### config.mk
export PLATFORM = sky130hd
export DESIGN_NAME = control_fsm
export DESIGN_NICKNAME = d
export VERILOG_FILES = /design/src/rtl/bananachine_pkg.sv /design/src/rtl/cond_eval.sv /design/src/rtl/control_fsm.sv
export SDC_FILE = /design/constraint.sdc
export NUM_CORES = 1
export LEC_CHECK = 0
export ABC_AREA = 1
export CAP_MARGIN = 20
export CORE_MARGIN = 3
export CORE_UTILIZATION = 30
export DETAILED_ROUTE_END_ITERATION = 12
export PLACE_DENSITY = 0.66
export SLEW_MARGIN = 0
export SYNTH_ARGS = -nofsm -noshare
export SYNTH_HDL_FRONTEND = slang
export SYNTH_SLANG_ARGS = --single-unit
export TNS_END_PERCENT = 1
### constraint.sdc
create_clock -name clk -period 1.4 [get_ports clk]
set_input_delay 0.28 -clock clk [delete_from_list [all_inputs] [get_ports clk]]
set_output_delay 0.28 -clock clk [all_outputs]
set_load 0.01 [all_outputs]
### src/rtl/bananachine_pkg.sv
// Shared types and encodings for the bananachine multicycle control unit:
// FSM states, the registered strobe bundle, opcode/ALU/flag/condition constants.
package bananachine_pkg;

    typedef enum logic [3:0] {
        FETCH      = 4'd0,
        FETCH_WAIT = 4'd1,
        DECODE     = 4'd2,
        EXECUTE    = 4'd3,
        LD_ADDR    = 4'd4,
        LD_WAIT    = 4'd5,
        LD_WB      = 4'd6,
        STORE      = 4'd7,
        BRANCH     = 4'd8
    } state_t;

    typedef struct packed {
        logic       ir_en;
        logic       pc_en;
        logic       pc_src;
        logic       mem_addr_src;
        logic       wren_a;
        logic       reg_write;
        logic [1:0] reg_write_src;
        logic       alu_A_src;
        logic       alu_B_src;
        logic [5:0] alu_cont;
        logic       psr_en;
    } ctrl_t;

    localparam logic [3:0] OP_RTYPE   = 4'b0000;
    localparam logic [3:0] OP_SPECIAL = 4'b0100;
    localparam logic [3:0] OP_ADDI    = 4'b0101;
    localparam logic [3:0] OP_SUBI    = 4'b1001;
    localparam logic [3:0] OP_CMPI    = 4'b1011;
    localparam logic [3:0] OP_BCOND   = 4'b1100;
    localparam logic [3:0] OP_MOVI    = 4'b1101;

    localparam logic [3:0] EXT_LOAD   = 4'b0000;
    localparam logic [3:0] EXT_STOR   = 4'b0100;
    localparam logic [3:0] EXT_JAL    = 4'b1000;
    localparam logic [3:0] EXT_JCOND  = 4'b1100;
    localparam logic [3:0] EXT_ADD    = 4'b0101;
    localparam logic [3:0] EXT_SUB    = 4'b1001;
    localparam logic [3:0] EXT_CMP    = 4'b1011;

    localparam logic [5:0] ALU_NOP    = 6'b000000;
    localparam logic [5:0] ALU_ADD    = 6'b000101;
    localparam logic [5:0] ALU_PASSB  = 6'b111111;

    localparam int FLAG_C = 0;
    localparam int FLAG_L = 2;
    localparam int FLAG_F = 5;
    localparam int FLAG_Z = 6;
    localparam int FLAG_N = 7;

    localparam logic [3:0] CC_EQ = 4'b0000;
    localparam logic [3:0] CC_NE = 4'b0001;
    localparam logic [3:0] CC_CS = 4'b0010;
    localparam logic [3:0] CC_CC = 4'b0011;
    localparam logic [3:0] CC_HI = 4'b0100;
    localparam logic [3:0] CC_LS = 4'b0101;
    localparam logic [3:0] CC_GT = 4'b0110;
    localparam logic [3:0] CC_LE = 4'b0111;
    localparam logic [3:0] CC_FS = 4'b1000;
    localparam logic [3:0] CC_FC = 4'b1001;
    localparam logic [3:0] CC_LO = 4'b1010;
    localparam logic [3:0] CC_HS = 4'b1011;
    localparam logic [3:0] CC_LT = 4'b1100;
    localparam logic [3:0] CC_GE = 4'b1101;
    localparam logic [3:0] CC_UC = 4'b1110;
    localparam logic [3:0] CC_NV = 4'b1111;

    // R-type ext codes with no ALU operation behind them execute as NOPs.
    function automatic logic rtype_defined(input logic [3:0] ext);
        return !(ext inside {4'b0000, 4'b0100, 4'b1000, 4'b1100, 4'b1111});
    endfunction

endpackage

### src/rtl/cond_eval.sv
// Branch/jump condition evaluator: decodes a 4-bit condition code against the
// PSR flags and reports whether the branch is taken.
import bananachine_pkg::*;

module cond_eval #(
    parameter int FLAG_WIDTH = 16
) (
    input  logic [3:0]            cond,
    input  logic [FLAG_WIDTH-1:0] psr_flags,
    output logic                  taken
);

    logic c, l, f, z, n;
    logic unused_flags;

    assign c = psr_flags[FLAG_C];
    assign l = psr_flags[FLAG_L];
    assign f = psr_flags[FLAG_F];
    assign z = psr_flags[FLAG_Z];
    assign n = psr_flags[FLAG_N];
    assign unused_flags = ^{psr_flags[FLAG_WIDTH-1:8], psr_flags[4:3], psr_flags[1]};

    always_comb begin
        taken = 1'b0;
        unique case (cond)
            CC_EQ:   taken = z;
            CC_NE:   taken = !z;
            CC_CS:   taken = c;
            CC_CC:   taken = !c;
            CC_HI:   taken = l;
            CC_LS:   taken = !l;
            CC_GT:   taken = n;
            CC_LE:   taken = !n;
            CC_FS:   taken = f;
            CC_FC:   taken = !f;
            CC_LO:   taken = !l && !z;
            CC_HS:   taken = l || z;
            CC_LT:   taken = !n && !z;
            CC_GE:   taken = n || z;
            CC_UC:   taken = 1'b1;
            CC_NV:   taken = 1'b0;
            default: taken = 1'b0;
        endcase
    end

endmodule

### src/rtl/control_fsm.sv
// Multicycle control unit for the CR16-style datapath: fetch, decode, execute,
// load/store and branch sequencing with registered control strobes.
import bananachine_pkg::*;

module control_fsm #(
    parameter int MEM_LATENCY = 1,
    parameter int FLAG_WIDTH  = 16
) (
    input  logic                  clk,
    input  logic                  reset,
    input  logic [3:0]            op_code,
    input  logic [3:0]            ext_op_code,
    input  logic [3:0]            A_index,
    input  logic [FLAG_WIDTH-1:0] psr_flags,
    output logic                  ir_en,
    output logic                  pc_en,
    output logic                  pc_src,
    output logic                  mem_addr_src,
    output logic                  wren_a,
    output logic                  reg_write,
    output logic [1:0]            reg_write_src,
    output logic                  alu_A_src,
    output logic                  alu_B_src,
    output logic [5:0]            alu_cont,
    output logic                  psr_en,
    output state_t                state
);

    localparam logic [1:0] LAT_LAST = 2'(MEM_LATENCY - 1);

    logic [1:0] wait_cnt;
    logic       started;
    ctrl_t      ctrl_q;
    ctrl_t      dec_ctrl;
    ctrl_t      wb_ctrl;
    state_t     dec_state;
    logic       taken;

    cond_eval #(.FLAG_WIDTH(FLAG_WIDTH)) u_cond_eval (
        .cond      (A_index),
        .psr_flags (psr_flags),
        .taken     (taken)
    );

    // Strobes for the state entered from DECODE. The PSR can only change at the
    // end of an EXECUTE, so flags seen at this edge equal those in BRANCH.
    always_comb begin
        dec_state = EXECUTE;
        dec_ctrl  = '0;
        if (op_code == OP_SPECIAL && ext_op_code == EXT_LOAD) begin
            dec_state             = LD_ADDR;
            dec_ctrl.mem_addr_src = 1'b1;
            dec_ctrl.alu_cont     = ALU_PASSB;
        end else if (op_code == OP_SPECIAL && ext_op_code == EXT_STOR) begin
            dec_state             = STORE;
            dec_ctrl.mem_addr_src = 1'b1;
            dec_ctrl.alu_cont     = ALU_PASSB;
            dec_ctrl.wren_a       = 1'b1;
            dec_ctrl.pc_en        = 1'b1;
        end else if (op_code == OP_BCOND ||
                     (op_code == OP_SPECIAL && ext_op_code == EXT_JCOND)) begin
            dec_state       = BRANCH;
            dec_ctrl.pc_en  = 1'b1;
            dec_ctrl.pc_src = taken;
            if (op_code == OP_BCOND) begin
                dec_ctrl.alu_B_src = 1'b1;
                dec_ctrl.alu_cont  = ALU_ADD;
            end else begin
                dec_ctrl.alu_cont  = ALU_PASSB;
            end
        end else begin
            dec_ctrl.pc_en     = 1'b1;
            dec_ctrl.alu_A_src = 1'b1;
            unique case (op_code)
                OP_RTYPE: begin
                    dec_ctrl.alu_cont  = {2'b00, ext_op_code};
                    dec_ctrl.psr_en    = ext_op_code inside {EXT_ADD, EXT_SUB, EXT_CMP};
                    dec_ctrl.reg_write = rtype_defined(ext_op_code) && (ext_op_code != EXT_CMP);
                end
                OP_SPECIAL: begin
                    if (ext_op_code == EXT_JAL) begin
                        dec_ctrl.reg_write     = 1'b1;
                        dec_ctrl.reg_write_src = 2'd2;
                        dec_ctrl.alu_cont      = ALU_PASSB;
                        dec_ctrl.pc_src        = 1'b1;
                    end else begin
                        dec_ctrl.alu_cont      = ALU_NOP;
                    end
                end
                OP_MOVI: begin
                    dec_ctrl.alu_cont  = ALU_PASSB;
                    dec_ctrl.alu_A_src = 1'b0;
                    dec_ctrl.alu_B_src = 1'b1;
                    dec_ctrl.reg_write = 1'b1;
                end
                default: begin
                    dec_ctrl.alu_cont  = {2'b01, op_code};
                    dec_ctrl.alu_B_src = 1'b1;
                    dec_ctrl.psr_en    = op_code inside {OP_ADDI, OP_SUBI, OP_CMPI};
                    dec_ctrl.reg_write = (op_code != OP_CMPI);
                end
            endcase
        end
    end

    always_comb begin
        wb_ctrl               = '0;
        wb_ctrl.reg_write     = 1'b1;
        wb_ctrl.reg_write_src = 2'd1;
        wb_ctrl.pc_en         = 1'b1;
    end

    always_ff @(posedge clk or negedge reset) begin
        if (!reset) begin
            state    <= FETCH;
            wait_cnt <= '0;
            started  <= 1'b0;
            ctrl_q   <= '0;
        end else begin
            ctrl_q <= '0;
            unique case (state)
                FETCH: begin
                    // First edge after reset release only arms the sequencer,
                    // so the first FETCH occupies a full cycle.
                    if (started) begin
                        state        <= FETCH_WAIT;
                        wait_cnt     <= LAT_LAST;
                        ctrl_q.ir_en <= (LAT_LAST == 2'd0);
                    end else begin
                        started <= 1'b1;
                    end
                end
                FETCH_WAIT: begin
                    if (wait_cnt == 2'd0) begin
                        state <= DECODE;
                    end else begin
                        wait_cnt     <= wait_cnt - 2'd1;
                        ctrl_q.ir_en <= (wait_cnt == 2'd1);
                    end
                end
                DECODE: begin
                    state  <= dec_state;
                    ctrl_q <= dec_ctrl;
                end
                LD_ADDR: begin
                    state    <= LD_WAIT;
                    wait_cnt <= LAT_LAST;
                    ctrl_q   <= ctrl_q;
                end
                LD_WAIT: begin
                    if (wait_cnt == 2'd0) begin
                        state  <= LD_WB;
                        ctrl_q <= wb_ctrl;
                    end else begin
                        wait_cnt <= wait_cnt - 2'd1;
                        ctrl_q   <= ctrl_q;
                    end
                end
                default: state <= FETCH;
            endcase
        end
    end

    assign ir_en         = ctrl_q.ir_en;
    assign pc_en         = ctrl_q.pc_en;
    assign pc_src        = ctrl_q.pc_src;
    assign mem_addr_src  = ctrl_q.mem_addr_src;
    assign wren_a        = ctrl_q.wren_a;
    assign reg_write     = ctrl_q.reg_write;
    assign reg_write_src = ctrl_q.reg_write_src;
    assign alu_A_src     = ctrl_q.alu_A_src;
    assign alu_B_src     = ctrl_q.alu_B_src;
    assign alu_cont      = ctrl_q.alu_cont;
    assign psr_en        = ctrl_q.psr_en;

endmodule
# --- After elaboration in Yosys (flattened, before gate mapping) ---
# Cells that the tools add are included.
word_totals:
  register_bits: 24
  inputBits: 30
  output_inout_bits: 21
op_classes:
  n_addsub: 1
  eq_ne: 39
  mux: 42
  bitwise: 1
  n_reduce_logical: 30
ops:
  columns: ["cell", "count"]
  rows:
  - ["$eq 4x4->1 const B", 17]
  - ["$pmux 16 s3", 1]
  - ["$eq 4x3->1 const B", 10]
  - ["$mux 6", 5]
  - ["$mux 4", 7]
  - ["$pmux 4 s5", 1]
  - ["$pmux 6 s3", 1]
  - ["$mux 17", 1]
  - ["$logic_not 4->1", 4]
  - ["$pmux 1 s16", 1]
  - ["$mux 1", 13]
  - ["$eq 4x2->1 const B", 3]
  - ["$mux 2", 5]
  - ["$reduce_bool 3->1", 3]
  - ["$eq 4x1->1 const B", 2]
  - ["$ne 2x2->1 const B", 4]
  - ["$ne 4x4->1 const B", 2]
  - ["$mux 7", 1]
  - ["$logic_and 1x1->1", 6]
  - ["$logic_not 1->1", 6]
  - ["$pmux 2 s3", 1]
  - ["$reduce_and 3->1", 2]
  - ["$reduce_or 2->1", 3]
  - ["$mux 5", 1]
  - ["11 further kinds", 13]

# --- Depth between registers and ports, before layout ---
depth:
  ltp_word: 9
  ltp_mapped: 12
  ltp_nobuf: 11

# --- By module ---
# From an unflattened synthesis, not the netlist that was laid out.
hier_totals:
  cells_unflattened: 230
  area_unflattened_um2: 1532.7
modules_own_cells:
  columns: ["module", "n_inst", "cells_per_inst", "area_each_um2", "seq_area_each_um2"]
  rows:
  - ["control_fsm", 1, 178, 1312.5, 600.6]
  - ["cond_eval", 1, 52, 220.2, 0.0]

# --- Worst setup path before layout ---
# No wires, ideal clock.
synth_timing:
  kind: "flip-flop to flip-flop"
  from: "reg state[1]"
  to: "reg state[0]"
  setup_time_ps: 121
  arrival_ps: 1188
  t_required_ps: 1279
  setup_slack_ps: 91
  stages_incl_launch_ff: 7
  path_buffers: 0
  cell_sequence: "dfrtp_1 nor3_4 inv_2 or2_1 nand2_1 o21bai_1 nand2_1"
synth_via:
  elab_chain_len: 3
synth_lines:
  columns: ["element", "line_no", "text"]
  rows:
  - ["start, declared", "control_fsm.sv:26", "output state_t state"]
  - ["start signal, assigned", "control_fsm.sv:142", "state <= dec_state;"]
  - ["$eq 4x1->1 (tied with other cells)", "control_fsm.sv:121", "unique case (state)"]
  - ["$ne 2x2->1 (no source line)", null, null]
  - ["$reduce_and 3->1 (no source line)", null, null]
# Parallel ways exist; a longest one is shown, timed or not.
# A chain may end at the register's enable or synchronous reset.

# --- Final worst setup path ---
layout_timing:
  from: "reg state[3]"
  to: "reg state[0]"
# Same word-level chain as after synthesis.

==> reports/metrics.yaml <==
cts_tree: "built"
crit_required_ns: 1.56
cts_root_buf: "clkbuf_8"
cp-start-kind: "flop"
synth_async_sr_flop_share_pct: 100
slew_headroom_pct: 74.2
power_density_mw_per_mm2: 1210
dp_slack_ns: -0.354
htreeDepth: 1
synth.cell_area_sq_mm: 0.00162
final_common_cell: "nand2_1"
min_period_over_period_pct: 99.3
yosys_warnings: 0
final_cell_mix: "nand2_1, buf_4, dlygate4sd2_1"
avgSynthCellArea_sq_um: 7.09
fp.coreArea_sq_mm: 0.00517
drive_gt1_share_pct: 28.5
final.setup.worst_slack_ns: 0.00917
wl_mm: 3.93
nets: 338
dpl.hpwl_mm: 3.08
finalSetupViolCount: 0
drt_first_pass_iters: 4
synth_flop_cell: "dfrtp_1"
io_buffers: 39
die_height_microns: 79.6
clkTransAtPathRegs_ns: 0.09
max_freq_mhz: 719
clock-sinks: 24
slew_viol_final: 0
ys_ff_latch: 24
ant_nets: 0
syn_nets: 261
max_cap_viol_count: 0
crit_fanout: 4
clock_latency_ns: 0.27
dpl.cell_count: 363
max_slew.worst_pin.slew_ns: 0.384
use_met1_pct: 17.8
grt_pass1_wl_mm: 6.56
seq_area_frac_synth_pct: 37.0
use_met2_pct: 20.1
cp-end-kind: "flop"
hold_buffers: 0
crit_type: "flop to flop"
grt_pass1_vias: 1499
synth_edf_count: 0
status: "finished clean"
grt_max_degree: 25
p_leak_nw: 1.45
ys_types: 28
top_usage_layer: "met2"
cts_made_buffers: 3
initial_core_util_pct: 31.4
worst_clock_skew_ns: 0.00745
ios: 51
crit_arrival_ns: 1.55
track_usage_pct: 12.7
worst_ir_drop_vdd_uv: 429
dr.first_iter.drc_count: 73
synthCells: 229
vias_per_cell: 4.41
clockBufferDepth: 2
fp.dieArea_sq_mm: 0.00633
hold_violations: 0
dieWidth_microns: 79.6
use_met3_pct: 1.13
antenna_cells: 0
drc_errors: 0
grt-ovfl-total: 0
rows: 26
route.vias.total: 1655
finalNonFillerCells: 375
syn2layout_area_growth_pct: 54.9
final_util_pct: 48.6
period_needed_ns: 1.39
antenna_found_initial: 0
wl_per_cell_microns: 10.5
hold_path_class: "input pin to async pin"
gp_congestion: 0.903
rsz0062_at_grt: "true"
-- layout make-up --
cell class	instances	area [sq um]
timing repair buffer	76	682
fill	515	2660
multi-input combinational	169	942
tap	70	87.6
clock buffer	3	41.3
inverter	32	128
clock inverter	1	30.0
sequential	24	603
-- state kept, by name, indices dropped and copies added (netlist names) --
register / count
reg_write: 1
psr_en: 1
state: 4
alu_A_src: 1
reg_write_src: 2
wait_cnt: 2
pc_src: 1
alu_cont: 6
pc_en: 1
ir_en: 1
mem_addr_src: 1
started: 1
alu_B_src: 1
wren_a: 1
-- where the power goes --
group          internal, mW  leakage, nW  switching (mW)
registers             0.862        0.315          0.0898
logic                 0.713         1.10           0.786
clock network         0.382       0.0357           0.219
total                  1.96         1.45            1.09
-- worst max-delay path, cell delays in order, from the launching register on --
cell and delay (ns):
dfrtp_2 0.43, buf_6 0.14, nor3_4 0.19, inv_2 0.05, or2_4 0.24, nand2_2 0.08
o21bai_4 0.11, nand2_1 0.06
-- logic make-up (layout without fill, tap and decap cells) --
kind of cell | after synthesis | in the layout | share of synthesized area, %
and+or+nand+nor | 155 | 155 | 47.3
DFF | 24 | 24 | 37.0
adders and majority gates | 2 | 2 | 1.54
AOI/OAI and AO/OA | 12 | 12 | 4.39
buffers and inverters | 36 | 112 | 9.71
-- stage by stage --
stage / total power, mW / hold WS, ns / TNS, ns / area, sq um
final: 3.05 / 0.363 / 0 / 2510
after floorplan: 1.63 / -0.0156 / 0 / 1620
after detailed placement: 2.25 / 0.468 / -4.95 / 2310
after CTS: 2.81 / 0.367 / -0.0367 / 2400
after global placement: 2.21 / 0.464 / -4.43 / 2310
after global routing: 3.29 / 0.381 / -0.131 / 2510
-- repair_timing --
action,4_1_cts,5_1_grt
setup buffers,4,4
pin swaps,0,10
resized for setup,29,25
setup endpoints to repair,31,16
hold endpoints to repair,0,0
-- final timing paths --
kind	startpoint	end	slack [ns]	depth (start not counted)
max	state[3]	state[0]	0.009	7
min	reset	state[2]	0.36	2
max reg2reg	state[3]	state[0]	0.009	7
min reg2reg	alu_cont[5]	alu_cont[5]	0.48	2
max in group asynchronous	reset	state[3]	0.79	2
min in group clk	alu_cont[5]	alu_cont[5]	0.48	2
-- metal layers --
metal	vias to the layer above	wire (microns)	share of wire [%]
met2	27	1820	46
li1	883	-	-
met3	4	96	2.4
met4	0	53	1.3
met5	-	0	0
met1	741	1960	50
-- cell usage after synthesis, drive strengths merged, types with 2 or more instances --
library cell	instances	area, sq um
a21oi	2	10.0
buf	4	35.0
dfrtp	24	601
ha	2	25.0
inv	32	123
nand2	86	360
nand3	26	140
nand4	11	83.8
nor2	28	151
nor3	3	26.3
o21ai	6	30.0
o21bai	2	15.0
(Power assumes the default switching activity.)
